==> config.mk <==
export PLATFORM = sky130hd
export DESIGN_NAME = frame_renderer
export DESIGN_NICKNAME = d
export VERILOG_FILES = /design/src/rtl/frame_renderer.sv
export SDC_FILE = /design/constraint.sdc
export NUM_CORES = 2
export LEC_CHECK = 0
export ABC_AREA = 1
export ABC_CLOCK_PERIOD_IN_PS = 5370
export CAP_MARGIN = 0
export CORE_AREA = 2 2 753 755
export DETAILED_ROUTE_END_ITERATION = 7
export DIE_AREA = 0 0 755 757
export PLACE_DENSITY_LB_ADDON = 0.08
export RECOVER_POWER = 100
export SYNTH_ARGS = -nofsm -noshare
export SYNTH_HDL_FRONTEND = slang
export SYNTH_SLANG_ARGS = --single-unit
==> constraint.sdc <==
create_clock -name vga_clock -period 5.37 [get_ports vga_clock]
set_input_delay 1.074 -clock vga_clock [delete_from_list [all_inputs] [get_ports vga_clock]]
set_output_delay 1.074 -clock vga_clock [all_outputs]
set_load 0.02 [all_outputs]
==> src/rtl/frame_renderer.sv <==
// frame_renderer: VGA-style raster with 2-stage tile/sprite/heart colour pipeline.
// Optional seconds bar is built only when RENDERER_SECONDS_BAR_EN is defined.
module frame_renderer #(
  parameter int SCREEN_WIDTH    = 640,
  parameter int SCREEN_HEIGHT   = 480,
  parameter int BLOCK_WIDTH     = 40,
  parameter int CHARACTER_WIDTH = 42,
  parameter int H_FRONT         = 16,
  parameter int H_SYNC          = 96,
  parameter int H_BACK          = 48,
  parameter int V_FRONT         = 10,
  parameter int V_SYNC          = 2,
  parameter int V_BACK          = 33
) (
  input  logic                     vga_clock,
  input  logic                     reset,
  input  logic [11:0][16:0][7:0]   background,
  input  logic signed [31:0]       mario_x,
  input  logic signed [31:0]       mario_y,
  input  logic signed [31:0]       goomba_x,
  input  logic signed [31:0]       goomba_y,
  input  logic signed [31:0]       goomba_2x,
  input  logic signed [31:0]       goomba_2y,
  input  logic                     show_hearts,
  input  logic signed [31:0]       lives,
  input  logic signed [31:0]       seconds,
  output logic                     hsync,
  output logic                     vsync,
  output logic                     active,
  output logic [11:0]              rgb,
  output logic                     frame_start
);

  localparam logic [9:0] H_ACT    = 10'(SCREEN_WIDTH);
  localparam logic [9:0] V_ACT    = 10'(SCREEN_HEIGHT);
  localparam logic [9:0] HS_FIRST = 10'(SCREEN_WIDTH + H_FRONT);
  localparam logic [9:0] HS_LAST  = 10'(SCREEN_WIDTH + H_FRONT + H_SYNC - 1);
  localparam logic [9:0] H_LAST   = 10'(SCREEN_WIDTH + H_FRONT + H_SYNC + H_BACK - 1);
  localparam logic [9:0] VS_FIRST = 10'(SCREEN_HEIGHT + V_FRONT);
  localparam logic [9:0] VS_LAST  = 10'(SCREEN_HEIGHT + V_FRONT + V_SYNC - 1);
  localparam logic [9:0] V_LAST   = 10'(SCREEN_HEIGHT + V_FRONT + V_SYNC + V_BACK - 1);
  localparam logic [9:0] BW       = 10'(BLOCK_WIDTH);
  localparam logic signed [32:0] CW        = 33'(CHARACTER_WIDTH);
  localparam logic signed [31:0] OFFSCREEN = 32'sd1000;

  typedef struct packed {
    logic signed [31:0] mx;
    logic signed [31:0] my;
    logic signed [31:0] gx;
    logic signed [31:0] gy;
    logic signed [31:0] g2x;
    logic signed [31:0] g2y;
  } sprite_pos_t;

  logic [9:0]  h_cnt_q, h_cnt_d, v_cnt_q, v_cnt_d;
  logic        end_of_frame;
  sprite_pos_t pos_q, pos_d;
  logic        show_hearts_q, show_hearts_d;
  logic [2:0]  hearts_n_q, hearts_n_d;

  logic        raw_active;
  logic [3:0]  row_idx;
  logic [4:0]  col_idx;
  logic        heart_hit;

  logic        s1_active_q, s1_active_d, s1_hsync_q, s1_hsync_d, s1_vsync_q, s1_vsync_d;
  logic        s1_first_q, s1_first_d, s1_mario_q, s1_mario_d, s1_goomba_q, s1_goomba_d;
  logic        s1_heart_q, s1_heart_d;
  logic [7:0]  s1_tile_q, s1_tile_d;

  logic [11:0] tile_rgb, rgb_q, rgb_d;
  logic        hsync_q, vsync_q, active_q, frame_start_q;

`ifdef RENDERER_SECONDS_BAR_EN
  logic [9:0]  bar_len_q, bar_len_d;
  logic        s1_bar_q, s1_bar_d;
  localparam logic [9:0] BAR_Y0 = 10'(SCREEN_HEIGHT - 20);
  localparam logic [9:0] BAR_Y1 = 10'(SCREEN_HEIGHT - 9);
`else
  logic unused_seconds;
  assign unused_seconds = ^seconds;
`endif

  // 33-bit signed compare so positions near the int limits cannot wrap into view
  function automatic logic sprite_hit(input logic signed [31:0] sx, input logic signed [31:0] sy,
                                      input logic [9:0] h, input logic [9:0] v);
    logic signed [32:0] x0, y0, hp, vp;
    x0 = {sx[31], sx};
    y0 = {sy[31], sy};
    hp = $signed({23'd0, h});
    vp = $signed({23'd0, v});
    return (x0 <= hp) && (hp < x0 + CW) && (y0 <= vp) && (vp < y0 + CW);
  endfunction

  always_comb begin
    end_of_frame  = (h_cnt_q == H_LAST) && (v_cnt_q == V_LAST);
    h_cnt_d       = h_cnt_q + 10'd1;
    v_cnt_d       = v_cnt_q;
    if (h_cnt_q == H_LAST) begin
      h_cnt_d = '0;
      v_cnt_d = (v_cnt_q == V_LAST) ? 10'd0 : v_cnt_q + 10'd1;
    end
    pos_d         = pos_q;
    show_hearts_d = show_hearts_q;
    hearts_n_d    = hearts_n_q;
`ifdef RENDERER_SECONDS_BAR_EN
    bar_len_d     = bar_len_q;
`endif
    if (end_of_frame) begin
      pos_d         = '{mario_x, mario_y, goomba_x, goomba_y, goomba_2x, goomba_2y};
      show_hearts_d = show_hearts;
      if (lives <= 0)      hearts_n_d = 3'd0;
      else if (lives >= 5) hearts_n_d = 3'd5;
      else                 hearts_n_d = lives[2:0];
`ifdef RENDERER_SECONDS_BAR_EN
      if (seconds <= 0)       bar_len_d = 10'd0;
      else if (seconds >= 99) bar_len_d = 10'd594;
      else                    bar_len_d = 10'(seconds[6:0]) * 10'd6;
`endif
    end
  end

  always_comb begin
    heart_hit = 1'b0;
    if (show_hearts_q && (v_cnt_q >= 10'd8) && (v_cnt_q <= 10'd23)) begin
      for (int i = 0; i < 5; i++) begin
        if ((3'(i) < hearts_n_q) && (h_cnt_q >= 10'(8 + 20 * i)) && (h_cnt_q <= 10'(23 + 20 * i)))
          heart_hit = 1'b1;
      end
    end
  end

  always_comb begin
    raw_active  = (h_cnt_q < H_ACT) && (v_cnt_q < V_ACT);
    // blanking coordinates would index past the tile map, so park them on tile (0,0)
    row_idx     = raw_active ? 4'(v_cnt_q / BW) : 4'd0;
    col_idx     = raw_active ? 5'(h_cnt_q / BW) : 5'd0;
    s1_active_d = raw_active;
    s1_hsync_d  = !((h_cnt_q >= HS_FIRST) && (h_cnt_q <= HS_LAST));
    s1_vsync_d  = !((v_cnt_q >= VS_FIRST) && (v_cnt_q <= VS_LAST));
    s1_first_d  = (h_cnt_q == 10'd0) && (v_cnt_q == 10'd0);
    s1_tile_d   = background[row_idx][col_idx];
    s1_mario_d  = sprite_hit(pos_q.mx, pos_q.my, h_cnt_q, v_cnt_q);
    s1_goomba_d = sprite_hit(pos_q.gx, pos_q.gy, h_cnt_q, v_cnt_q) ||
                  sprite_hit(pos_q.g2x, pos_q.g2y, h_cnt_q, v_cnt_q);
    s1_heart_d  = heart_hit;
`ifdef RENDERER_SECONDS_BAR_EN
    s1_bar_d    = (v_cnt_q >= BAR_Y0) && (v_cnt_q <= BAR_Y1) && (h_cnt_q < bar_len_q);
`endif
  end

  always_comb begin
    case (s1_tile_q)
      8'd0:    tile_rgb = 12'h000;
      8'd1:    tile_rgb = 12'h5AF;
      8'd2:    tile_rgb = 12'hA52;
      8'd3:    tile_rgb = 12'h730;
      8'd4:    tile_rgb = 12'hFD0;
      8'd5:    tile_rgb = 12'hFFF;
      8'd6:    tile_rgb = 12'h000;
      default: tile_rgb = 12'hF0F;
    endcase
    // later assignments win: tile < bar < heart < goomba < mario
    rgb_d = tile_rgb;
`ifdef RENDERER_SECONDS_BAR_EN
    if (s1_bar_q)    rgb_d = 12'h0F0;
`endif
    if (s1_heart_q)  rgb_d = 12'hF00;
    if (s1_goomba_q) rgb_d = 12'h841;
    if (s1_mario_q)  rgb_d = 12'hE00;
    if (!s1_active_q) rgb_d = 12'h000;
  end

  always_ff @(posedge vga_clock) begin
    if (reset) begin
      h_cnt_q       <= '0;
      v_cnt_q       <= '0;
      pos_q         <= '{OFFSCREEN, OFFSCREEN, OFFSCREEN, OFFSCREEN, OFFSCREEN, OFFSCREEN};
      show_hearts_q <= 1'b0;
      hearts_n_q    <= 3'd0;
      s1_active_q   <= 1'b0;
      s1_hsync_q    <= 1'b1;
      s1_vsync_q    <= 1'b1;
      s1_first_q    <= 1'b0;
      s1_tile_q     <= 8'd0;
      s1_mario_q    <= 1'b0;
      s1_goomba_q   <= 1'b0;
      s1_heart_q    <= 1'b0;
      rgb_q         <= 12'h000;
      hsync_q       <= 1'b1;
      vsync_q       <= 1'b1;
      active_q      <= 1'b0;
      frame_start_q <= 1'b0;
`ifdef RENDERER_SECONDS_BAR_EN
      bar_len_q     <= 10'd0;
      s1_bar_q      <= 1'b0;
`endif
    end else begin
      h_cnt_q       <= h_cnt_d;
      v_cnt_q       <= v_cnt_d;
      pos_q         <= pos_d;
      show_hearts_q <= show_hearts_d;
      hearts_n_q    <= hearts_n_d;
      s1_active_q   <= s1_active_d;
      s1_hsync_q    <= s1_hsync_d;
      s1_vsync_q    <= s1_vsync_d;
      s1_first_q    <= s1_first_d;
      s1_tile_q     <= s1_tile_d;
      s1_mario_q    <= s1_mario_d;
      s1_goomba_q   <= s1_goomba_d;
      s1_heart_q    <= s1_heart_d;
      rgb_q         <= rgb_d;
      hsync_q       <= s1_hsync_q;
      vsync_q       <= s1_vsync_q;
      active_q      <= s1_active_q;
      frame_start_q <= s1_first_q;
`ifdef RENDERER_SECONDS_BAR_EN
      bar_len_q     <= bar_len_d;
      s1_bar_q      <= s1_bar_d;
`endif
    end
  end

  assign hsync       = hsync_q;
  assign vsync       = vsync_q;
  assign active      = active_q;
  assign rgb         = rgb_q;
  assign frame_start = frame_start_q;

endmodule

==> impl_table.tex <==
\begin{tabular}{lr}
\hline
Metric & Value \\
\hline
\multicolumn{2}{l}{\textbf{Run status}} \\
\quad Run status & finished with violations \\
\quad Violated checks & max-capacitance violations, max-slew violations \\
\multicolumn{2}{l}{\textbf{Global routing}} \\
\quad Met2 Use GR & between 20\% and 30\% \\
\quad GRT Overall Usage & $\sim$16\% \\
\quad Gr busiest metal & met2 \\
\quad Pin count of the biggest net entering global routing & about 150 \\
\quad Wire length of the first global-routing pass & between 500 and 600 mm \\
\quad Vias in the first global route & between 50000 and 60000 \\
\quad GR Layer Usage met1 & approximately a fifth \\
\quad Antenna violations before repair & roughly 400 \\
\quad GR Overflow Total & 0 \\
\quad M3 GR Usage & under 10\% \\
\multicolumn{2}{l}{\textbf{Place}} \\
\quad Place WS & -282 ps \\
\quad Final RePlAce weighted congestion & 0.854 \\
\quad Post-detailed-placement half-perimeter wirelength & a little over 400 mm \\
\quad Port Buffers & around 1800 \\
\quad Dpl cells & roughly 16000 \\
\multicolumn{2}{l}{\textbf{Die}} \\
\quad Std cell rows & about 280 \\
\quad Total core area & roughly 560000 um2 \\
\quad Die Ht & around 760 um \\
\quad Starting utilization of the core area & roughly 6.2\% \\
\quad I/O pins & between 1500 and 2000 \\
\quad Total Die Area & approximately 570000 um2 \\
\quad Horizontal die dimension & around 760 um \\
\multicolumn{2}{l}{\textbf{Worst setup path}} \\
\quad Worst Path Required & 5880 ps \\
\quad Arrival time reported for the critical path endpoint & 5580 ps \\
\quad Startpoint of the most critical register-to-register path & v\_cnt\_q[8] \\
\quad Buf/Inv on CP & 4 \\
\quad Crit path capture type & register \\
\quad Critical path depth & 25 \\
\quad Cell family contributing the most delay on the critical path & simple AND/OR/NAND/NOR gates \\
\quad Setup crit end & s1\_tile\_q[1] \\
\quad Kind of launch point of the worst setup path & register \\
\quad Worst Path Class, Setup & register to register \\
\quad Delay of the slowest cell on the worst path & $\sim$500 ps \\
\quad Worst-case register-to-register setup slack & 310 ps \\
\quad Crit path max-delay cell type & buf\_4 \\
\quad Largest fanout on the critical path & 31 \\
\quad Critical Path Start & v\_cnt\_q[8] \\
\quad Worst reg2reg path depth & 25 \\
\quad Reg2reg end & s1\_tile\_q[1] \\
\multicolumn{2}{l}{\textbf{Synthesis}} \\
\quad Synth Flop Type & dfxtp\_1 \\
\quad Mapped Cells & approximately 6400 \\
\quad Leading area contributor after synthesis & nand3\_1 \\
\quad Net count after synthesis & 8470 \\
\quad Area share of the largest cell type after synthesis & 17.4\% \\
\quad Largest cells by area after synthesis & nand3\_1 (17\%), dfxtp\_1 (14\%), nand2\_1 (13\%) \\
\quad Combined area of all synthesized cells & 35200 um2 \\
\quad Count of yosys warnings during synthesis & 0 \\
\quad Count of distinct cell types in the synthesized netlist & 50 \\
\quad Sequential-to-total area share from yosys stat & approximately 14\% \\
\quad Avg Synthesized Cell Area & around 5.5 um2 \\
\quad EDFF count, synth & 0 \\
\quad Flip-flop and latch count after synthesis & 246 \\
\quad Async set-reset flop share out of synthesis & 0\% \\
\multicolumn{2}{l}{\textbf{STA}} \\
\quad Worst-case setup margin in the final layout & between 300 and 400 ps \\
\quad Final setup fails & 0 \\
\quad Final worst-path cycle share & around 94\% \\
\quad Highest clock rate & between 0.15 and 0.2 GHz \\
\quad Final clock skew & around 55 ps \\
\quad Setup repair after global routing missed its margin & false \\
\quad Final count of pins violating max slew & approximately 200 \\
\quad Accumulated negative setup slack & 0 ps \\
\quad Tightest slew margin relative to the limit & -24.0\% \\
\quad Slew at the pin closest to its max-slew limit & 1860 ps \\
\quad Final hold viol count & 0 \\
\quad Final worst path period need & 5060 ps \\
\quad Worst slack on hold paths & $\sim$420 ps \\
\multicolumn{2}{l}{\textbf{Clock tree}} \\
\quad Clock sink count & between 200 and 250 \\
\quad Clock transition at path regs & about 60 ps \\
\quad H-Tree Level Count & 2 \\
\quad Clock Tree Root & clkbuf\_16 \\
\quad Number of hold-repair buffers added at the cts stage & 0 \\
\quad Clock Latency Late Sink & 660 ps \\
\quad CTS buffer count & between 40 and 50 \\
\quad Deepest clock path buffer count & 3 \\
\quad TritonCTS clock tree & done \\
\multicolumn{2}{l}{\textbf{Layout}} \\
\quad Layout cell share with drive strength beyond 1 & 5.81\% \\
\quad Total number of nets in the final design & roughly 10000 \\
\quad Final cell count without fillers & 15825 \\
\quad Area growth from synthesis to layout & 87.8\% \\
\quad Final core utilization & a little under an eighth \\
\multicolumn{2}{l}{\textbf{Routing}} \\
\quad Avg WL per Cell & 29.9 um \\
\quad Detail Route Antenna Nets & 0 \\
\quad Via count normalized by instance count & 3.37 \\
\quad Routed Wire Length & between 400 and 500 mm \\
\quad Total via count after detailed routing & around 53000 \\
\quad Detailed router's first-iteration violation count & 3820 \\
\quad Residual DRC count & 0 \\
\quad First-pass DRT Iterations & 5 \\
\multicolumn{2}{l}{\textbf{Worst hold path}} \\
\quad Class of the tightest hold or removal check & register to register \\
\quad Cell count of the worst hold path & 1 \\
\multicolumn{2}{l}{\textbf{Pwr}} \\
\quad Leakage Power & around 26 nW \\
\quad Maximum vdd drop & roughly 0.00023 V \\
\quad Ratio of total power to cell area & 108 nW/um2 \\
\multicolumn{2}{l}{\textbf{Job}} \\
\quad Reported max-cap violation count & 2 \\
\hline
\end{tabular}
[per-stage QoR]
step | area [um2] | total power [mW]
after floorplan | 35200 | 2.33
after global placement | 64300 | 4.24
after detailed placement | 64300 | 4.23
after CTS | 65800 | 7.40
after global routing | 65900 | 7.53
final | 66100 | 7.13
[metal layers]
layer | wire length, um | up-vias
li1 | - | 24862
met1 | 197000 | 25634
met2 | 236000 | 2029
met3 | 26300 | 686
met4 | 12900 | 120
met5 | 769 | -
[cell usage after synthesis (all sizes together) (130+ instances only)]
cell type,count
a211oi,130
a21oi,175
buf,208
clkbuf,241
dfxtp,246
ha,130
inv,853
nand2,1262
nand3,1227
nand3b,306
nor2,871
o21ai,306
[final cells by class]
cell class | instances | area (um2)
antenna | 95 | 238
clock inverter | 17 | 236
inverter | 856 | 3250
timing repair buffer | 2147 | 21700
fill | 66091 | 497000
clock buffer | 60 | 1210
multi-input combinational | 4898 | 25100
tap | 7506 | 9390
sequential | 246 | 4930
[layout by cell type (no fill, tap or decap), drive strengths merged, types with 2 or more instances in the layout]
master and instances:
o311ai 2, ha 130, bufinv 4, nor4 62
clkinvlp 4, or4 2, o221ai 6, a211oi 130
a221oi 9, o21a 11, clkbuf 71, a2111oi 8
a21o 9, o21bai 10, buf 359, inv 853
xor2 109, clkdlybuf4s50 1761, o21ai 306, o31ai 2
nand3b 306, clkinv 12, a22oi 2, diode 95
nand2 1262, nor2 871, o22ai 8, xnor2 11
o2111ai 13, a31oi 5, nor3b 6, or2 3
a21oi 175, dfxtp 246, dlygate4sd3 16, nand3 1227
nor3 75, o211ai 55, nand4 79
[repair_timing]
action	4_1_cts	5_1_grt
endpoints found under the setup margin	3	8
buffers inserted	0	2
resized for setup	5	13
cloned	0	1
[logic make-up (layout without fill, tap and decap cells)]
kind of cell	count (synthesis)	after routing	share of synthesized area (%)
compound gates	753	753	12.8
buf+inv	1305	3080	14.9
other cells	0	95	0
fa+ha+maj	130	130	4.62
simple gates	3895	3895	50.7
flops	246	246	14.0
xor+xnor	120	120	2.99
[how the worst min path moves through the flow]
stage	startpoint	endpoint	slack [ps]
finish	s1_hsync_q	hsync	420
global placement	s1_hsync_q	hsync	410
floorplan	s1_first_q	frame_start	390
CTS	s1_hsync_q	hsync	430
detailed placement	s1_vsync_q	vsync	410
global route	s1_hsync_q	hsync	440
[power breakdown]
group / total, mW / switching, mW / leakage (nW) / internal (mW)
registers: 1.85 / 0.0126 / 1.99 / 1.84
logic: 2.30 / 0.903 / 23.5 / 1.39
clock network: 2.98 / 1.21 / 0.700 / 1.77
total: 7.13 / 2.13 / 26.2 / 5.00
[registers in the layout, indices dropped and copies added, names as in the netlist]
name	flops
s1_first_q	1
active	1
hsync	1
s1_mario_q	1
s1_goomba_q	1
hearts_n_q	3
pos_q	192
s1_vsync_q	1
show_hearts_q	1
vsync	1
s1_active_q	1
s1_hsync_q	1
s1_tile_q	8
s1_heart_q	1
h_cnt_q	10
v_cnt_q	10
frame_start	1
rgb	11
Power figures use the tool's default switching activity.
